<file path="src/rtl/pll_reset_sequencer.sv">
// pll_reset_sequencer: PLL reset pulse, lock qualification with bounded retries, then timed system reset release.
module pll_reset_sequencer #(
  parameter int LOCK_STABLE_CYCLES  = 1024,
  parameter int RESET_HOLD_CYCLES   = 16,
  parameter int PLL_RESET_CYCLES    = 8,
  parameter int LOCK_TIMEOUT_CYCLES = 65536,
  parameter int MAX_RETRIES         = 3
) (
  input  logic       clock_in,
  input  logic       reset,
  input  logic       locked_in,
  input  logic       restart,
  output logic       pll_reset,
  output logic       system_reset,
  output logic       ready,
  output logic       failed,
  output logic [7:0] lock_loss_count,
  output logic [2:0] state
);
  localparam int MAX_LH = LOCK_STABLE_CYCLES > RESET_HOLD_CYCLES ? LOCK_STABLE_CYCLES : RESET_HOLD_CYCLES;
  localparam int MAX_PT = PLL_RESET_CYCLES > LOCK_TIMEOUT_CYCLES ? PLL_RESET_CYCLES : LOCK_TIMEOUT_CYCLES;
  localparam int MAX_C  = MAX_LH > MAX_PT ? MAX_LH : MAX_PT;
  localparam int CW     = $clog2(MAX_C) + 1;
  localparam int RW     = $clog2(MAX_RETRIES + 1);
  localparam logic [2:0] PLL_RST   = 3'd0;
  localparam logic [2:0] WAIT_LOCK = 3'd1;
  localparam logic [2:0] STABLE    = 3'd2;
  localparam logic [2:0] HOLD      = 3'd3;
  localparam logic [2:0] RUN       = 3'd4;
  localparam logic [2:0] FAIL      = 3'd5;
  logic          sync1, locked_s;
  logic [CW-1:0] cnt;
  logic [RW-1:0] retries;
  logic [2:0]    nxt;
  logic          rst_done, timeout, stable_done, hold_done, last_try;
  always_comb begin
    rst_done    = cnt == CW'(PLL_RESET_CYCLES - 1);
    timeout     = cnt == CW'(LOCK_TIMEOUT_CYCLES - 1);
    stable_done = cnt == CW'(LOCK_STABLE_CYCLES - 1);
    hold_done   = cnt == CW'(RESET_HOLD_CYCLES - 1);
    last_try    = int'(retries) + 1 == MAX_RETRIES;
    nxt = PLL_RST;
    case (state)
      PLL_RST:   nxt = rst_done ? WAIT_LOCK : PLL_RST;
      WAIT_LOCK: nxt = locked_s ? STABLE : !timeout ? WAIT_LOCK : last_try ? FAIL : PLL_RST;
      STABLE:    nxt = !locked_s ? WAIT_LOCK : stable_done ? HOLD : STABLE;
      HOLD:      nxt = !locked_s ? WAIT_LOCK : hold_done ? RUN : HOLD;
      RUN:       nxt = locked_s ? RUN : PLL_RST;
      FAIL:      nxt = FAIL;
      default:   nxt = PLL_RST;
    endcase
    if (restart) nxt = PLL_RST;
  end
  always_ff @(posedge clock_in) begin
    if (reset) begin
      sync1           <= 1'b0;
      locked_s        <= 1'b0;
      state           <= PLL_RST;
      cnt             <= '0;
      retries         <= '0;
      lock_loss_count <= '0;
      pll_reset       <= 1'b1;
      system_reset    <= 1'b1;
      ready           <= 1'b0;
      failed          <= 1'b0;
    end else begin
      sync1    <= locked_in;
      locked_s <= sync1;
      state    <= nxt;
      cnt      <= (restart || nxt != state) ? '0 : cnt + 1'b1;
      if (restart)
        retries <= '0;
      else if (state == WAIT_LOCK && !locked_s && timeout)
        retries <= retries + 1'b1;
      else if (state == HOLD && locked_s && hold_done)
        retries <= '0;
      if (state == RUN && !locked_s && lock_loss_count != 8'hff)
        lock_loss_count <= lock_loss_count + 1'b1;
      pll_reset    <= nxt == PLL_RST;
      system_reset <= nxt != RUN;
      ready        <= nxt == RUN;
      failed       <= nxt == FAIL;
    end
  end
endmodule

</file>
<file path="config.mk">
export PLATFORM = sky130hd
export DESIGN_NAME = pll_reset_sequencer
export DESIGN_NICKNAME = d
export VERILOG_FILES = /design/src/rtl/pll_reset_sequencer.sv
export SDC_FILE = /design/constraint.sdc
export NUM_CORES = 1
export LEC_CHECK = 0
export ABC_AREA = 1
export CAP_MARGIN = 20
export CORE_MARGIN = 3
export CORE_UTILIZATION = 35
export CTS_CLUSTER_SIZE = 24
export DETAILED_ROUTE_END_ITERATION = 6
export SLEW_MARGIN = 40
export SYNTH_ARGS = -nofsm -noshare
export SYNTH_HDL_FRONTEND = slang
export SYNTH_SLANG_ARGS = --single-unit
</file>
<file path="constraint.sdc">
create_clock -name clock_in -period 5.7 [get_ports clock_in]
set_input_delay 1.14 -clock clock_in [delete_from_list [all_inputs] [get_ports clock_in]]
set_output_delay 1.14 -clock clock_in [all_outputs]
set_load 0.1 [all_outputs]
</file>
Word-level counts from Yosys, hierarchy flattened --
Index checks and enable logic that the tools add are counted. Widths: inputs -> output; s select.
Storage, ports and cells: register bits 36, bits of input ports 4
Operators by class: add/sub/neg operators 4, equal/unequal tests 15, mux-type cells 13, reduce and logical (&&, ||, !) cells 13
Operators with widths (count):
- $mux 3 | 7
- $pmux 3 s6 | 1
- $add 17x1->17 const B | 1
- $eq 17x10->1 const B | 1
- $eq 17x16->1 const B | 1
- $eq 17x3->1 const B | 1
- $eq 17x4->1 const B | 1
- $eq 3x3->1 const B | 4
- $eq 3x2->1 const B | 3
- $add 8x1->8 const B | 1
- $ne 8x8->1 const B | 1
- $logic_and 1x1->1 | 6
- $logic_not 3->1 | 2
- $mux 2 | 3
- $reduce_or 2->1 | 2
- $add 2x1->3 const B | 1
- $eq 3x1->1 const B | 1
- $ne 3x3->1 | 1
- $ne 3x3->1 const B | 1
- $add 2x1->2 const B | 1
- $mux 1 | 2
- $reduce_bool 2->1 | 1
- $logic_not 1->1 | 1
- $logic_or 1x1->1 | 1

Longest topological paths before layout --
Gate-level depths: netlist of the first run.
depth in word-level cells 10, depth in mapped cells 21

Worst setup path before layout of the first run --
Ideal clock, no wire load.
path kind reg-to-reg, from reg cnt[0], to reg cnt[6], library setup time 121 ps, arrival 2547 ps, setup slack 3032 ps, stages on the path, launching flop included 21, buffers on the path 1, clock period less this slack 2668 ps, cell sequence dfxtp_1 > ha_1 > nand2_1 > inv_2 > nand2_4 > nor2_2 > nand2_1 > nor2_1 > nand3_1 > nor3_1 > ha_1 > inv_1 > o21ai_0 > a21oi_1 > a21oi_1 > nand3_1 > nand2_2 > nand2_1 > nand3_4 > buf_12 > nor2_4
Between the ends: cells in the longest elaborated chain, start to end 8, elaborated cells on any way between the ends 17, classes of those cells add/sub (1); eq/ne (5); mux (9); reduce/logical (2)
RTL lines:
- from (decl) | RTL line 32 | logic [CW-1:0] cnt;
- from (signal assigned) | RTL line 70 | cnt <= (restart || nxt != state) ? '0 : cnt + 1'b1;
- $eq 17x4->1 (tied with other cells) | RTL line 40 | hold_done = cnt == CW'(RESET_HOLD_CYCLES - 1);
- $mux 3 (tied with other cells) (2 in a row) | RTL line 47 | HOLD: nxt = !locked_s ? WAIT_LOCK : hold_done ? RUN : HOLD;
- $pmux 3 s6 | RTL line 43 | case (state)
- $mux 3 | RTL line 52 | if (restart) nxt = PLL_RST;
- $ne 3x3->1 | RTL line 70
- $logic_or 1x1->1 | RTL line 70
- $reduce_or 2->1 (no line)
Parallel ways exist; a longest one is shown, timed or not. A chain may end at the register's enable or synchronous reset.

Worst setup path in the final report of the first run --
from reg cnt[0], to reg cnt[14]
Same word-level chain as after synthesis.

==> flow_metrics.tcl, run 1 <==
set metrics [dict create \
    hold_end "locked_s$_SDFF_PP0_" \
    place_ws_ps 2640 \
    max-vdd-ir-drop_v 0.000108 \
    finalCritPeriodShare_pct 53.1 \
    grt_max_degree 18 \
    reg2reg_from "cnt[0]$_SDFF_PP0_" \
    synth_seq_cells 36 \
    cts_max_path_buffers 2 \
    tns_ps 0 \
    cts_max_level 2 \
    yosys_warnings 0 \
    ys.flop_type "dfxtp_1" \
    start_kind "register" \
    setup_viol 0 \
    drt_iter0_markers 62 \
    vias_per_cell 4.50 \
    worst_path_most_repeated_cell "nand2_1" \
    tritoncts "yes" \
    ys_top_cells_by_count "dfxtp_1 (36), inv_1 (35), nor2_1 (29), nand2_1 (26), nand3_1 (18)" \
    fin_area_mm2 0.00209 \
    rsz0062_at_grt "no" \
    period_needed_ps 3030 \
    crit_required_ps 5860 \
    cts_num_sinks 36 \
    antenna_found_initial 0 \
    drv_cap 0 \
    end_kind "register" \
    wl_per_cell_um 10.1 \
    grt-ovfl-total 0 \
    start_util_pct 37.5 \
    path_buf_inv 2 \
    crit_type "reg2reg" \
    drive_gt1_share_pct 21.1 \
    dieArea_mm2 0.00617 \
    critPathArrivalTime_ps 3190 \
    grt_pass1_wl_mm 5.78 \
    track_usage_pct 12.0 \
    die_width_um 78.5 \
    r2r_cells 19 \
    globalplace.congestion 0.776 \
    cts_resized 0 \
    nNetsFinal 263 \
    synth_area_leaders "dfxtp_1 (39%), nor2_4 (7.9%), inv_1 (7.1%)" \
    clkSlewWorstSetupHoldPaths_ps 70 \
    reg2reg_to "cnt[14]$_SDFF_PP0_" \
    drc_errors 0 \
    slew_headroom_pct 67.6 \
    antenna_cells 0 \
    slowest_stage "dfxtp_1" \
    outcome "complete, no violations" \
    numPortBuffers 18 \
    clk_latency_ps 290 \
    postRouteAntennaNets 0 \
    vias 1453 \
    avgSynthCellArea_um2 7.90 \
    hold_viol 0 \
    coreArea_mm2 0.00491 \
    hp-start "sync1$_SDFF_PP0_" \
    r2r_slack_ps 2670 \
    clock_skew_ps 2.71 \
    critPathMaxStageDelay_ps 350 \
    p_leak_nw 0.818 \
    post-synth-top-area-cell "dfxtp_1" \
    wl_mm 3.25 \
    io_pins 19 \
    synthArstFlopShare_pct 0 \
    synth.most_common_cell "dfxtp_1" \
    cts-root-buf "clkbuf_8" \
    yosysSeqAreaShare_pct 39.1 \
    maxSlewViolCount 0 \
    first_pass_iters 4 \
    first_global_vias 1340 \
    fp-row-count 25 \
    power_density_mw_per_mm2 216 \
    hold_depth 2 \
    cts_hold_buf 0 \
    path_cells "ha_1, nand2_1, inv_2, nand2_4, nor2_2, nand2_1, nor2_1, nand3_1, nor3_1, ha_1, inv_1, o21ai_0, a21oi_1, a21oi_1, nand3_1, nand2_2, nand2_1, nand3_4, nor2_1" \
    post-cts-setup-buffers 0 \
    synth_edf_count 0 \
    postPlaceCellArea_mm2 0.00200 \
    hp-class "reg2reg" \
    cts_buffers 5 \
    fmax_mhz 330 \
    yosysUniqueCellTypes 32 \
    worstMarginPinSlew_ps 490 \
    dpl.hpwl_mm 2.38 \
    cp_top_family "simple AND/OR/NAND/NOR gates" \
    syn_area_mm2 0.00184 \
    syn_nets 241 \
    fillers 516 \
    area_growth_pct 13.6 \
    cp_max_fo 17 \
    synthCells 233 \
    die_h_um 78.5 \
    fin_ws_ps 2670 \
    synth_top_area_share_pct 39.1 \
]
[per-stage QoR]
stage | util, % | hold slack (ps) | power [mW] | instances
3_5_place_dp | 40.8 | 413 | 0.273 | 315
3_3_place_gp | 42.3 | 406 | 0.273 | 315
5_1_grt | 42.6 | 434 | 0.472 | 323
6_report | 42.6 | 417 | 0.452 | 323
2_1_floorplan | - | 388 | 0.271 | 233
4_1_cts | 42.6 | 422 | 0.460 | 323
[registers in the layout, indices dropped and copies added, names as in the netlist]
name / count
state: 3
pll_reset: 1
lock_loss_count: 8
failed: 1
retries: 2
ready: 1
sync1: 1
system_reset: 1
locked_s: 1
cnt: 17
[area by class of cell]
class                      instances  area, µm²  share of cell area [%]
inverter                          37        139                    6.64
clock buffer                       8       90.1                    4.31
sequential                        36        721                    34.4
tap                               67       83.8                    4.01
multi-input combinational        157        953                    45.6
timing repair buffer              18        105                    5.02
[metal layers]
| metal | vias to the layer above | GRT usage (%) | part of all wire [%] |
|---|---|---|---|
| met5 | - | 0 | 0 |
| met4 | 0 | 7.52 | 2.5 |
| met3 | 9 | 3.90 | 4.1 |
| met2 | 23 | 16.5 | 42 |
| met1 | 644 | 16.0 | 52 |
| li1 | 777 | - | - |
[worst register-to-register path, cell delays in order, from the launching register on]
cell	delay [ps]
dfxtp_1	350
ha_1	190
nand2_1	80
inv_2	80
nand2_4	70
nor2_2	180
nand2_1	100
nor2_1	170
nand3_1	130
nor3_1	160
ha_1	200
inv_1	60
o21ai_0	140
a21oi_1	90
a21oi_1	120
nand3_1	130
nand2_2	120
nand2_1	100
nand3_4	350
nor2_1	100
[worst max path at each step]
stage	startpoint	cells after the start	end	slack [ps]
4_1_cts	cnt[0]$_SDFF_PP0_	19	cnt[14]$_SDFF_PP0_	2600
5_1_grt	cnt[0]$_SDFF_PP0_	19	cnt[16]$_SDFF_PP0_	2280
3_5_place_dp	cnt[0]$_SDFF_PP0_	19	cnt[2]$_SDFF_PP0_	2640
2_1_floorplan	cnt[0]$_SDFF_PP0_	20	cnt[6]$_SDFF_PP0_	3030
3_3_place_gp	cnt[0]$_SDFF_PP0_	19	cnt[13]$_SDFF_PP0_	2620
6_report	cnt[0]$_SDFF_PP0_	19	cnt[14]$_SDFF_PP0_	2670
[power by group]
group | switching, mW | leakage (nW) | internal [mW]
logic | 0.00899 | 0.481 | 0.00441
clock network | 0.0863 | 0.0455 | 0.0985
registers | 0.00119 | 0.291 | 0.253
[placed cells by master, fill, tap and decap left out, types with 5 or more instances in the layout]
master / instances
a21oi_1: 11
buf_2: 15
clkbuf_8: 6
dfxtp_1: 36
inv_1: 35
nand2_1: 26
nand2_2: 5
nand3_1: 18
nor2_1: 29
nor2_2: 5
nor2_4: 13
nor3_1: 7
o21ai_0: 6
xor2_1: 12
[cell families after synthesis]
| kind of cell | Yosys count | synth area share, % |
|---|---|---|
| xor gates and xnor gates | 14 | 6.66 |
| and+or+nand+nor | 115 | 35.0 |
| buffers and inverters | 40 | 9.10 |
| DFF | 36 | 39.1 |
| adders and majority gates | 4 | 2.72 |
| AOI/OAI and AO/OA | 24 | 7.40 |
Power figures use the tool's default switching activity.
==> run 2: changes to the inputs <==
==> constraint.sdc (replaced) <==
create_clock -name clock_in -period 3.15 [get_ports clock_in]
set_input_delay 0.63 -clock clock_in [delete_from_list [all_inputs] [get_ports clock_in]]
set_output_delay 0.63 -clock clock_in [all_outputs]
set_load 0.1 [all_outputs]
==> flow_metrics.tcl, run 2 (synthesis gave the netlist of run 1 again) <==
set metrics [dict create \
    ff_latch_area_um2 721 \
    cts_hold_buf 0 \
    rsz0062_at_grt "no" \
    clkSlewWorstSetupHoldPaths_ps 80 \
    dp_cells 316 \
    setup_viol 0 \
    fmax_mhz 357 \
    place_ws_ps 121 \
    drc_errors 0 \
    final_cells 325 \
    cp_top_family "simple AND/OR/NAND/NOR gates" \
    track_usage_pct 12.1 \
    start_kind "register" \
    drive_gt1_share_pct 23.3 \
    cts-root-buf "clkbuf_8" \
    pwr-share-seq_pct 51.5 \
    crit_required_ps 3330 \
    max-vdd-ir-drop_v 0.000270 \
    final_common_cell "dfxtp_1" \
    p_leak_nw 0.843 \
    hp-class "reg2reg" \
    vias_per_cell 4.55 \
    top_regs "cnt x17, lock_loss_count x8, state x3" \
    critPathArrivalTime_ps 2980 \
    wl_mm 3.23 \
    cp_max_fo 17 \
    area_growth_pct 19.0 \
    cts_max_level 2 \
    finalCritPeriodShare_pct 88.9 \
    path_cells "ha_1, nand2_1, inv_2, nand2_4, nor2_4, nand2_1, nor2_2, nand3_1, nor3_2, ha_1, inv_1, o21ai_0, a21oi_1, a21oi_1, nand3_1, nand2_2, nand2_1, nand3_4, buf_12, nor2_1" \
    outcome "complete, no violations" \
    antenna_found_initial 0 \
    numPortBuffers 18 \
    grt_pass1_wl_mm 5.95 \
    hold_viol 0 \
    cp-startpoint "cnt[0]$_SDFF_PP0_" \
    wl_per_cell_um 9.94 \
    r2r_cells 20 \
    drv_cap 0 \
    tritoncts "yes" \
    intPower_mw 0.703 \
    die_h_um 78.5 \
    cts_num_sinks 36 \
    fillers 512 \
    path_buf_inv 3 \
    fp-row-count 25 \
    grt-ovfl-total 0 \
    vias 1478 \
    worst_path_most_repeated_cell "nand2_1" \
    dieArea_mm2 0.00617 \
    nNetsFinal 265 \
    critPathMaxStageDelay_ps 350 \
    io_pins 19 \
    postRouteAntennaNets 0 \
    end_kind "register" \
    coreArea_mm2 0.00491 \
    hold_slack_ps 409 \
    antenna_cells 0 \
    fin_ws_ps 349 \
    cts_max_path_buffers 2 \
    first_pass_iters 4 \
    endpoint "cnt[13]$_SDFF_PP0_" \
    regMostFlops "cnt" \
    slowest_stage "dfxtp_1" \
    multi_input_area_um2 966 \
    tns_ps 0 \
    slew_headroom_pct 74.8 \
    p_comb_share_pct 3.3 \
    die_width_um 78.5 \
    final_cell_mix "dfxtp_1 (36), inv_1 (35), nor2_1 (28)" \
    reg2reg_from "cnt[0]$_SDFF_PP0_" \
    globalplace.congestion 0.884 \
    drt_iter0_markers 87 \
    period_needed_ps 2800 \
    clock_skew_ps 6.50 \
    cp.depth 20 \
    power_density_mw_per_mm2 407 \
    reg2reg_to "cnt[13]$_SDFF_PP0_" \
    largest_reg_flops 17 \
    grt_max_degree 18 \
    cts_buffers 5 \
    switching_share_pct 21.1 \
    crit_type "reg2reg" \
    first_global_vias 1388 \
    clock_power_share_pct 45.2 \
    start_util_pct 37.5 \
    maxSlewViolCount 0 \
    worstMarginPinSlew_ps 375 \
    p_total_mw 0.891 \
    p_sw_mw 0.188 \
    clk_latency_ps 290 \
    dpl.hpwl_mm 2.41 \
    r2r_slack_ps 350 \
]
run 2: power by group through the flow:
stage / clock network, mW / registers [mW] / logic, mW
3_3_place_gp: 0 / 0.470 / 0.0257
2_1_floorplan: 0 / 0.469 / 0.0216
4_1_cts: 0.414 / 0.459 / 0.0261
3_5_place_dp: 0 / 0.470 / 0.0260
6_report: 0.403 / 0.459 / 0.0290
5_1_grt: 0.442 / 0.459 / 0.0327
run 2: metrics by stage:
step,cell area [µm²],util (%)
3_3_place_gp,2050,41.7
2_1_floorplan,1840,-
6_report,2190,44.6
5_1_grt,2190,44.6
4_1_cts,2160,43.9
3_5_place_dp,2050,41.7
run 2: what timing repair did:
item	CTS	global route
endpoints found under the setup margin	0	17
buffers inserted	0	1
resized for setup	0	3
run 2: how the worst min path moves through the flow:
stage / from / endpoint / slack [ps] / cells past startpoint
2_1_floorplan: sync1$_SDFF_PP0_ / locked_s$_SDFF_PP0_ / 390 / 2
3_3_place_gp: sync1$_SDFF_PP0_ / locked_s$_SDFF_PP0_ / 400 / 2
3_5_place_dp: sync1$_SDFF_PP0_ / locked_s$_SDFF_PP0_ / 400 / 2
4_1_cts: sync1$_SDFF_PP0_ / locked_s$_SDFF_PP0_ / 410 / 2
5_1_grt: sync1$_SDFF_PP0_ / locked_s$_SDFF_PP0_ / 440 / 2
6_report: sync1$_SDFF_PP0_ / locked_s$_SDFF_PP0_ / 410 / 2
run 2: area by class of cell:
cell class / instances / share of cell area, %
Multi-Input combinational cell: 157 / 44.1
Sequential cell: 36 / 32.9
Timing Repair Buffer: 20 / 7.77
Inverter: 37 / 6.34
Tap cell: 67 / 3.83
Clock buffer: 5 / 3.14
Clock inverter: 3 / 1.94
run 2: per-layer routing:
layer	vias to the layer above	global-route usage (%)	routed length [µm]
met3	6	3.78	128
met1	671	15.3	1570
met5	-	0	0
met2	20	18.8	1470
met4	0	5.24	60
li1	781	-	-
run 2: worst min-delay path, stage by stage (launching register included):
cell and delay (ps):
dfxtp_1 300, inv_1 40, nor2_1 30
